[src/rtl/ctrl_seq.sv]
// ctrl_seq: multicycle control sequencer that decodes the opcode and steps the datapath through per-instruction states.
// Define CTRL_SEQ_RETIRE_CNT_EN to add the 'retired' instruction counter output.
module ctrl_seq #(
    parameter int OP_W  = 4,
    parameter int SH_W  = 4,
    parameter int CNT_W = 32
) (
    input  logic              clk,
    input  logic              rst,
    input  logic [OP_W-1:0]   op,
    input  logic [2:0]        cond,
    input  logic [SH_W-1:0]   shamt,
    input  logic [2:0]        flag,
    input  logic              mem_ready,
    output logic [3:0]        state,
    output logic              mem_req,
    output logic              shift_busy,
    output logic              br_taken,
`ifdef CTRL_SEQ_RETIRE_CNT_EN
    output logic              illegal,
    output logic [CNT_W-1:0]  retired
`else
    output logic              illegal
`endif
);

    typedef enum logic [3:0] {
        S_FETCH = 4'd0,
        S_NOR   = 4'd1,
        S_ADD   = 4'd2,
        S_LD    = 4'd3,
        S_SD    = 4'd4,
        S_SETI1 = 4'd5,
        S_SETI2 = 4'd6,
        S_SRL   = 4'd7,
        S_JL1   = 4'd8,
        S_JL2   = 4'd9,
        S_PC    = 4'd10,
        S_ILL   = 4'd11
    } state_e;

    if (OP_W < 3) begin : g_op_w_chk
        $error("ctrl_seq: OP_W must be >= 3");
    end
    if (CNT_W < 1) begin : g_cnt_w_chk
        $error("ctrl_seq: CNT_W must be >= 1");
    end

    state_e          state_q, state_d;
    logic [SH_W-1:0] shift_cnt_q, shift_cnt_d;
    logic [2:0]      cond_q, cond_d;
    logic            br_taken_q, br_taken_d;
    logic            illegal_op;
    logic            br;

    function automatic logic br_eval(input logic [2:0] c, input logic [2:0] f);
        logic r;
        case (c)
            3'd0:    r = 1'b0;
            3'd1:    r = f[0];
            3'd2:    r = f[1];
            3'd3:    r = f[1] | f[0];
            3'd4:    r = f[2];
            3'd5:    r = f[2] | f[0];
            3'd6:    r = f[2] | f[1];
            default: r = 1'b1;
        endcase
        return r;
    endfunction

    // Any opcode bit above bit 2 set marks an opcode outside the defined 0..7 set.
    assign illegal_op = |(op >> 3);
    assign br         = br_eval(cond_q, flag);

    always_comb begin
        state_d     = state_q;
        shift_cnt_d = shift_cnt_q;
        cond_d      = cond_q;
        br_taken_d  = br_taken_q;
        case (state_q)
            S_FETCH: begin
                cond_d = cond;
                if (illegal_op) begin
                    state_d = S_ILL;
                end else begin
                    case (op[2:0])
                        3'd0: state_d = S_NOR;
                        3'd1: state_d = S_ADD;
                        3'd2: state_d = S_LD;
                        3'd3: state_d = S_PC;
                        3'd4: state_d = S_SD;
                        3'd5: state_d = S_SETI1;
                        3'd6: state_d = S_JL1;
                        default: begin
                            state_d     = S_SRL;
                            shift_cnt_d = shamt;
                        end
                    endcase
                end
            end
            S_NOR, S_ADD, S_SETI2, S_ILL: state_d = S_PC;
            S_SETI1: state_d = S_SETI2;
            S_LD, S_SD: begin
                if (mem_ready) state_d = S_PC;
            end
            S_SRL: begin
                if (shift_cnt_q != '0) shift_cnt_d = shift_cnt_q - SH_W'(1);
                else                   state_d     = S_PC;
            end
            S_JL1: begin
                if (br) begin
                    state_d    = S_JL2;
                    br_taken_d = 1'b1;
                end else begin
                    state_d = S_PC;
                end
            end
            S_JL2, S_PC: state_d = S_FETCH;
            default:     state_d = S_FETCH;
        endcase
        // br_taken lives only for the duration of JL2.
        if (state_d == S_FETCH) br_taken_d = 1'b0;
    end

    always_ff @(posedge clk or posedge rst) begin
        if (rst) begin
            state_q     <= S_FETCH;
            shift_cnt_q <= '0;
            cond_q      <= '0;
            br_taken_q  <= 1'b0;
        end else begin
            state_q     <= state_d;
            shift_cnt_q <= shift_cnt_d;
            cond_q      <= cond_d;
            br_taken_q  <= br_taken_d;
        end
    end

`ifdef CTRL_SEQ_RETIRE_CNT_EN
    logic [CNT_W-1:0] retired_q, retired_d;

    // PC and JL2 are the only states that hand control back to FETCH for a retired instruction.
    always_comb begin
        retired_d = retired_q;
        if (state_q == S_PC || state_q == S_JL2) retired_d = retired_q + CNT_W'(1);
    end

    always_ff @(posedge clk or posedge rst) begin
        if (rst) retired_q <= '0;
        else     retired_q <= retired_d;
    end

    assign retired = retired_q;
`endif

    assign state      = state_q;
    assign mem_req    = (state_q == S_LD) || (state_q == S_SD);
    assign shift_busy = (state_q == S_SRL) && (shift_cnt_q != '0);
    assign br_taken   = br_taken_q;
    assign illegal    = (state_q == S_ILL);

endmodule

[config.mk]
export PLATFORM = sky130hd
export DESIGN_NAME = ctrl_seq
export DESIGN_NICKNAME = d
export VERILOG_FILES = /design/src/rtl/ctrl_seq.sv
export SDC_FILE = /design/constraint.sdc
export NUM_CORES = 1
export LEC_CHECK = 0
export BUFFER_PORTS_ARGS = -buffer_cell sky130_fd_sc_hd__buf_4
export CORE_AREA = 3 3 47 49
export CTS_BUF_LIST = sky130_fd_sc_hd__clkbuf_2
export CTS_CLUSTER_DIAMETER = 30
export DETAILED_ROUTE_END_ITERATION = 10
export DIE_AREA = 0 0 50 52
export GPL_TIMING_DRIVEN = 0
export PLACE_DENSITY = 0.69
export RECOVER_POWER = 25
export SYNTH_ARGS = -nofsm -noshare
export SYNTH_HDL_FRONTEND = slang
export SYNTH_SLANG_ARGS = --single-unit
[constraint.sdc]
create_clock -name clk -period 1.6 [get_ports clk]
set_input_delay 0.24 -clock clk [delete_from_list [all_inputs] [get_ports clk]]
set_output_delay 0.24 -clock clk [all_outputs]
set_load 0.1 [all_outputs]
==> out/results.ini, run 1 <==
[run_status]
status = complete, but fails checks
violations = negative setup slack

[routing]
dr.pass1.iters = 4
dr.first_iter.drc_count = 38
wl_per_cell_um = 17.2
vias = 1035
avgViaCountPerCell = 5.75
wl_mm = 3.09
ant_nets = 0
drc_errors = 0

[power]
seqPwrFrac = 0.217
pwr-share-comb = 0.722
power.share.clock = 0.061
leakagePower_nw = 0.674
powerDensity_nw_per_um2 = 1850
p_sw_frac = 0.502
p_sw_mw = 1.41
fin_total_pwr_mw = 2.80
ir_drop_mv = 1.31
intPower_mw = 1.40

[timing]
hold-worst-slack_ps = 179
slew_viol_final = 0
worst_clock_skew_ps = 18.7
fmax_mhz = 516
finalHoldViolations = 0
worst_pin_slew_ps = 496
fin_crit_sh = 1.21
layout_setup_ws_ps = -339
min_period_ps = 1940
rsz0062_at_grt = true
max_slew_margin = 0.669
setup_violations = 8
fin_setup_tns_ps = -1090

[worst_setup_path]
crit_arrival_ps = 1700
worstPathRequired_ps = 1360
crit_path_start_kind = register
critPathTopFamily = simple AND/OR/NAND/NOR gates
slowest_stage = dfrtp_1
worstSetupPathType = reg -> out
critical_path.cell_chain = inv_1 -> ha_2 -> or3b_4 -> nand3_4 -> clkinvlp_4 -> buf_12
crit_fanout = 2
crit_path_end_kind = output port
slowest_delay_ps = 410
cp_num_buf_inv = 3

[synth]
synth-compound-area-share = 0.221
synth_cell_types = 36
ys_seq_elements = 12
ys_async_sr_fraction = 1.00
synth_top_family_by_area = simple AND/OR/NAND/NOR gates
synth-simple-area-share = 0.256
yosysMostFrequentCell = dfrtp_1
synth_area_leaders = dfrtp_1, a21oi_1, o21ai_0
syn_nets = 117
syn_avg_cell_area_um2 = 8.53
synth_warnings = 0
synth_top_cell_area_share = 0.356
synthFlopType = dfrtp_1
synthMuxAreaShare = 0.0563
synth.largest_area_cell = dfrtp_1
seq_area_frac_synth = 0.356
synth_area_um2 = 845
synth_common_cells = dfrtp_1, a21oi_1, inv_1, o21ai_0
synth_edf_count = 0
synthXorXnorAreaFrac = 0.0104
syn-instance-count = 99
synth-adder-area-share = 0.0267

[floorplanning]
die_area_um2 = 2600
core_area_um2 = 1900
initial_core_util = 0.444
chipWidth_um = 50
die_y_um = 52
rows = 16
pin_count = 25

[global_routing]
grt_overflow = 0
track_usage = 0.242
antenna_found_initial = 0
grt_max_degree = 13
grt_pass1_vias = 970
grt_pass1_wl_mm = 4.65

[cells_and_area]
diodes = 0
post-route-util = 0.795
areaGrowthSynthToFinish_pct = 79.1
layout-drive-gt1-share = 0.549
stdcell_area_um2 = 1510
nNetsFinal = 172
fillers = 122
final_cells = 180

[clock_network]
clock_latency_ps = 280
cts.sinks = 12
htreeDepth = 1
cts_made_buffers = 3
cts_tree = built
cts_buffer_depth = 2
path_clk_slew_ps = 150
clock-root-buffer = clkbuf_2

[place]
hpwl_mm = 1.62
dpl_worst_slack_ps = -406
placedCellCount = 150
place.gp.congestion = 0.821
placed_area_um2 = 1150
port_buffers = 24

[hold_path]
hp-class = in -> reg

[flow_run]
cap_violations = 0

## power groups by stage
stage / sequential [mW] / combinational [mW] / clock [mW]
after floorplan: 0.951 / 0.787 / 0
after global placement: 0.595 / 1.41 / 0
after detailed placement: 0.606 / 1.42 / 0
after CTS: 0.611 / 1.77 / 0.171
after global routing: 0.620 / 2.14 / 0.184
final: 0.608 / 2.03 / 0.170
## layout by cell type (no fill, tap or decap), types with 3 or more instances in the layout
master and instances:
nor2_4 3, clkbuf_2 3, nand2_1 6, mux2_4 3, buf_12 4, buf_6 5
buf_4 41, o21ai_0 7, o22ai_1 3, a21oi_1 8, dfrtp_1 8, nor2_1 4
dfrtp_4 4, inv_1 8, nor2b_1 4
## what timing repair did
item	in CTS	in global routing
setup buffers	19	10
setup endpoints to repair	10	13
endpoints found under the hold margin	12	0
hold buffers	1	0
gates resized for setup	21	13
pin swaps	8	6
## cells by family after synthesis
family | after synthesis
compound gates | 30
simple gates | 36
mux | 4
fa+ha+maj | 2
xor+xnor | 1
buf+inv | 14
flops | 12
## cell type report
cell class                      instances  area [um2]  area share
Buffer                                  3        55.1      0.0364
Clock buffer                            3        15.0     0.00993
Clock inverter                          1        3.75     0.00248
Inverter                                9        37.5      0.0248
Multi-Input combinational cell         73         591       0.390
Sequential cell                        12         315       0.208
Tap cell                               27        33.8      0.0223
Timing Repair Buffer                   52         462       0.305
## layer usage
| layer | global-route usage | vias to the layer above | wire length [um] | part of all wire |
|---|---|---|---|---|
| met4 | 0.0829 | 0 | 106 | 0.034 |
| met2 | 0.459 | 54 | 1680 | 0.54 |
| li1 | - | 464 | - | - |
| met5 | 0 | - | 0 | 0 |
| met1 | 0.272 | 505 | 1160 | 0.37 |
| met3 | 0.0372 | 12 | 148 | 0.048 |
## worst paths after layout
kind,from,end,slack [ps],cells past startpoint
setup reg to reg,shift_cnt_q[1]$_DFFE_PP0P_,shift_cnt_q[1]$_DFFE_PP0P_,-230,7
min in group asynchronous,rst,shift_cnt_q[1]$_DFFE_PP0P_,520,3
max in group asynchronous,rst,state[1]$_DFF_PP0_,680,3
setup / recovery,shift_cnt_q[1]$_DFFE_PP0P_,shift_busy,-340,6
hold / removal,cond[0],cond_q[0]$_DFFE_PP0P_,180,3
hold reg to reg,cond_q[0]$_DFFE_PP0P_,cond_q[0]$_DFFE_PP0P_,570,2
## state kept, by name, summed over array words and instances, names as in the netlist
register and flops:
shift_cnt_q 4, cond_q 3, br_taken 1, state 4
## worst min-delay path: stages
cell	delay, ps
buf_4	80
nand2_1	30
o21ai_0	60
No activity file was read; power rests on OpenSTA's default activity.
==> run 2: changes to the inputs <==
--- a/config.mk
+++ b/config.mk
@@ -14,6 +14,7 @@
 export GPL_TIMING_DRIVEN = 0
 export PLACE_DENSITY = 0.69
 export RECOVER_POWER = 25
+export SETUP_SLACK_MARGIN = 0.3
 export SYNTH_ARGS = -nofsm -noshare
 export SYNTH_HDL_FRONTEND = slang
 export SYNTH_SLANG_ARGS = --single-unit
==> out/results.ini, run 2 (same netlist as run 1, synthesis figures left out) <==
[timing]
worst_clock_skew_ps = 21.7
rsz0062_at_grt = true
finalHoldViolations = 0
layout_setup_ws_ps = -304
fmax_mhz = 525
worst_pin_slew_ps = 467
setup_violations = 11
max_slew_margin = 0.688
fin_crit_sh = 1.19
min_period_ps = 1900
slew_viol_final = 0

[floorplanning]
chipWidth_um = 50
die_y_um = 52
rows = 16
initial_core_util = 0.444
die_area_um2 = 2600
pin_count = 25
core_area_um2 = 1900

[cells_and_area]
fillers = 131
post-route-util = 0.781
final_cells = 170
diodes = 0
layout_common_cells = buf_4, buf_6, inv_1, a21oi_1, dfrtp_1
nNetsFinal = 162
areaGrowthSynthToFinish_pct = 75.9
layout_commonest_cell = buf_4
layout-drive-gt1-share = 0.552
stdcell_area_um2 = 1490

[power]
leakagePower_nw = 0.647
ir_drop_mv = 1.04
p_sw_mw = 1.37
p_sw_frac = 0.490
pwr-share-comb = 0.725
fin_total_pwr_mw = 2.79
seqPwrFrac = 0.212
powerDensity_nw_per_um2 = 1880
intPower_mw = 1.42
power.share.clock = 0.064

[worst_setup_path]
cp_num_buf_inv = 3
rr_startpoint = shift_cnt_q[0]$_DFFE_PP0P_
crit_path_end_kind = output port
slowest_stage = dfrtp_1
crit_path_start = shift_cnt_q[0]$_DFFE_PP0P_
crit_arrival_ps = 1660
critPathTopFamily = simple AND/OR/NAND/NOR gates
crit_path_start_kind = register
reg2reg_depth = 7
crit_fanout = 4
worstPathRequired_ps = 1360
cp-endpoint = shift_busy
slowest_delay_ps = 400
worstSetupPathType = reg -> out
cp.depth = 6
rrSetupSlack_ps = -200
r2r-end = shift_cnt_q[1]$_DFFE_PP0P_
critical_path.cell_chain = inv_1 -> ha_2 -> or3b_4 -> nand3_4 -> clkinvlp_4 -> buf_12

[global_routing]
grt_pass1_vias = 891
grt_pass1_wl_mm = 4.11
track_usage = 0.210
antenna_found_initial = 0
grt_overflow = 0
grt_max_degree = 13

[clock_network]
clock-root-buffer = clkbuf_2
path_clk_slew_ps = 110
htreeDepth = 1
cts.sinks = 12
clock_latency_ps = 290
cts_tree = built
cts_buffer_depth = 2
cts_made_buffers = 3

[hold_path]
hp-class = in -> reg

[place]
placedCellCount = 150
place.gp.congestion = 0.896
port_buffers = 24
placed_area_um2 = 1150
hpwl_mm = 1.61

[routing]
avgViaCountPerCell = 5.50
ant_nets = 0
dr.pass1.iters = 4
wl_mm = 2.63
wl_per_cell_um = 15.5
dr.first_iter.drc_count = 27
drc_errors = 0
vias = 935

[run_status]
violations = negative setup slack
status = complete, but fails checks

[flow_run]
cap_violations = 0

==> run 2: cell types whose count changed in the layout (fill, tap and decap cells not counted), sizes merged <==
cell    change
buf        -11
clkbuf      +2
clkinv      -1
==> run 2: layout make-up <==
| class | instances | area, um2 | area share |
|---|---|---|---|
| flip-flops and latches | 12 | 317 | 0.213 |
| multi-input cells | 73 | 607 | 0.409 |
| inverters | 9 | 37.5 | 0.0253 |
| plain buffers | 5 | 75.1 | 0.0505 |
| well taps | 27 | 33.8 | 0.0227 |
| clock buffers | 4 | 20.0 | 0.0135 |
| repair buffers | 40 | 395 | 0.266 |
==> run 2: power by group through the flow <==
stage	Clock [mW]	Combinational (mW)	Sequential, mW
6_report	0.178	2.02	0.590
5_1_grt	0.205	2.11	0.615
3_3_place_gp	0	1.42	0.597
4_1_cts	0.180	1.77	0.583
3_5_place_dp	0	1.43	0.606
2_1_floorplan	0	0.798	0.954
==> run 2: tightest hold or removal path, cell delays in order <==
cell	delay, ps
buf_4	80
nand2_2	50
o21ai_2	40
==> run 2: through the flow <==
| step | TNS [ps] | worst slack (ps) | hold WS (ps) |
|---|---|---|---|
| floorplan | -2000 | -432 | 105 |
| global placement | -1030 | -381 | 291 |
| detailed placement | -1020 | -376 | 297 |
| CTS | -967 | -310 | 184 |
| global route | -1770 | -378 | 158 |
| finish | -1120 | -304 | 165 |
==> run 2: repair_timing <==
action,in CTS,in global routing
hold buffers,1,0
buffers inserted,11,4
setup endpoints to repair,16,18
pin swaps,6,5
resized for setup,28,16
endpoints found under the hold margin,12,0
==> run 2: layer usage <==
metal,track usage,vias to the layer above,wire length [um]
li1,-,444,-
met1,0.246,451,1060
met2,0.380,30,1410
met3,0.0258,10,89
met4,0.0922,0,65
met5,0,-,0
==> run 2: worst min path at each step <==
stage	start	to	slack, ps	cells past startpoint
after global placement	rst	cond_q[0]$_DFFE_PP0P_	290	2
after CTS	cond[0]	cond_q[0]$_DFFE_PP0P_	180	3
after global routing	cond[0]	cond_q[0]$_DFFE_PP0P_	160	3
final	cond[0]	cond_q[0]$_DFFE_PP0P_	160	3
after floorplan	rst	cond_q[0]$_DFFE_PP0P_	100	1
after detailed placement	rst	cond_q[0]$_DFFE_PP0P_	300	2
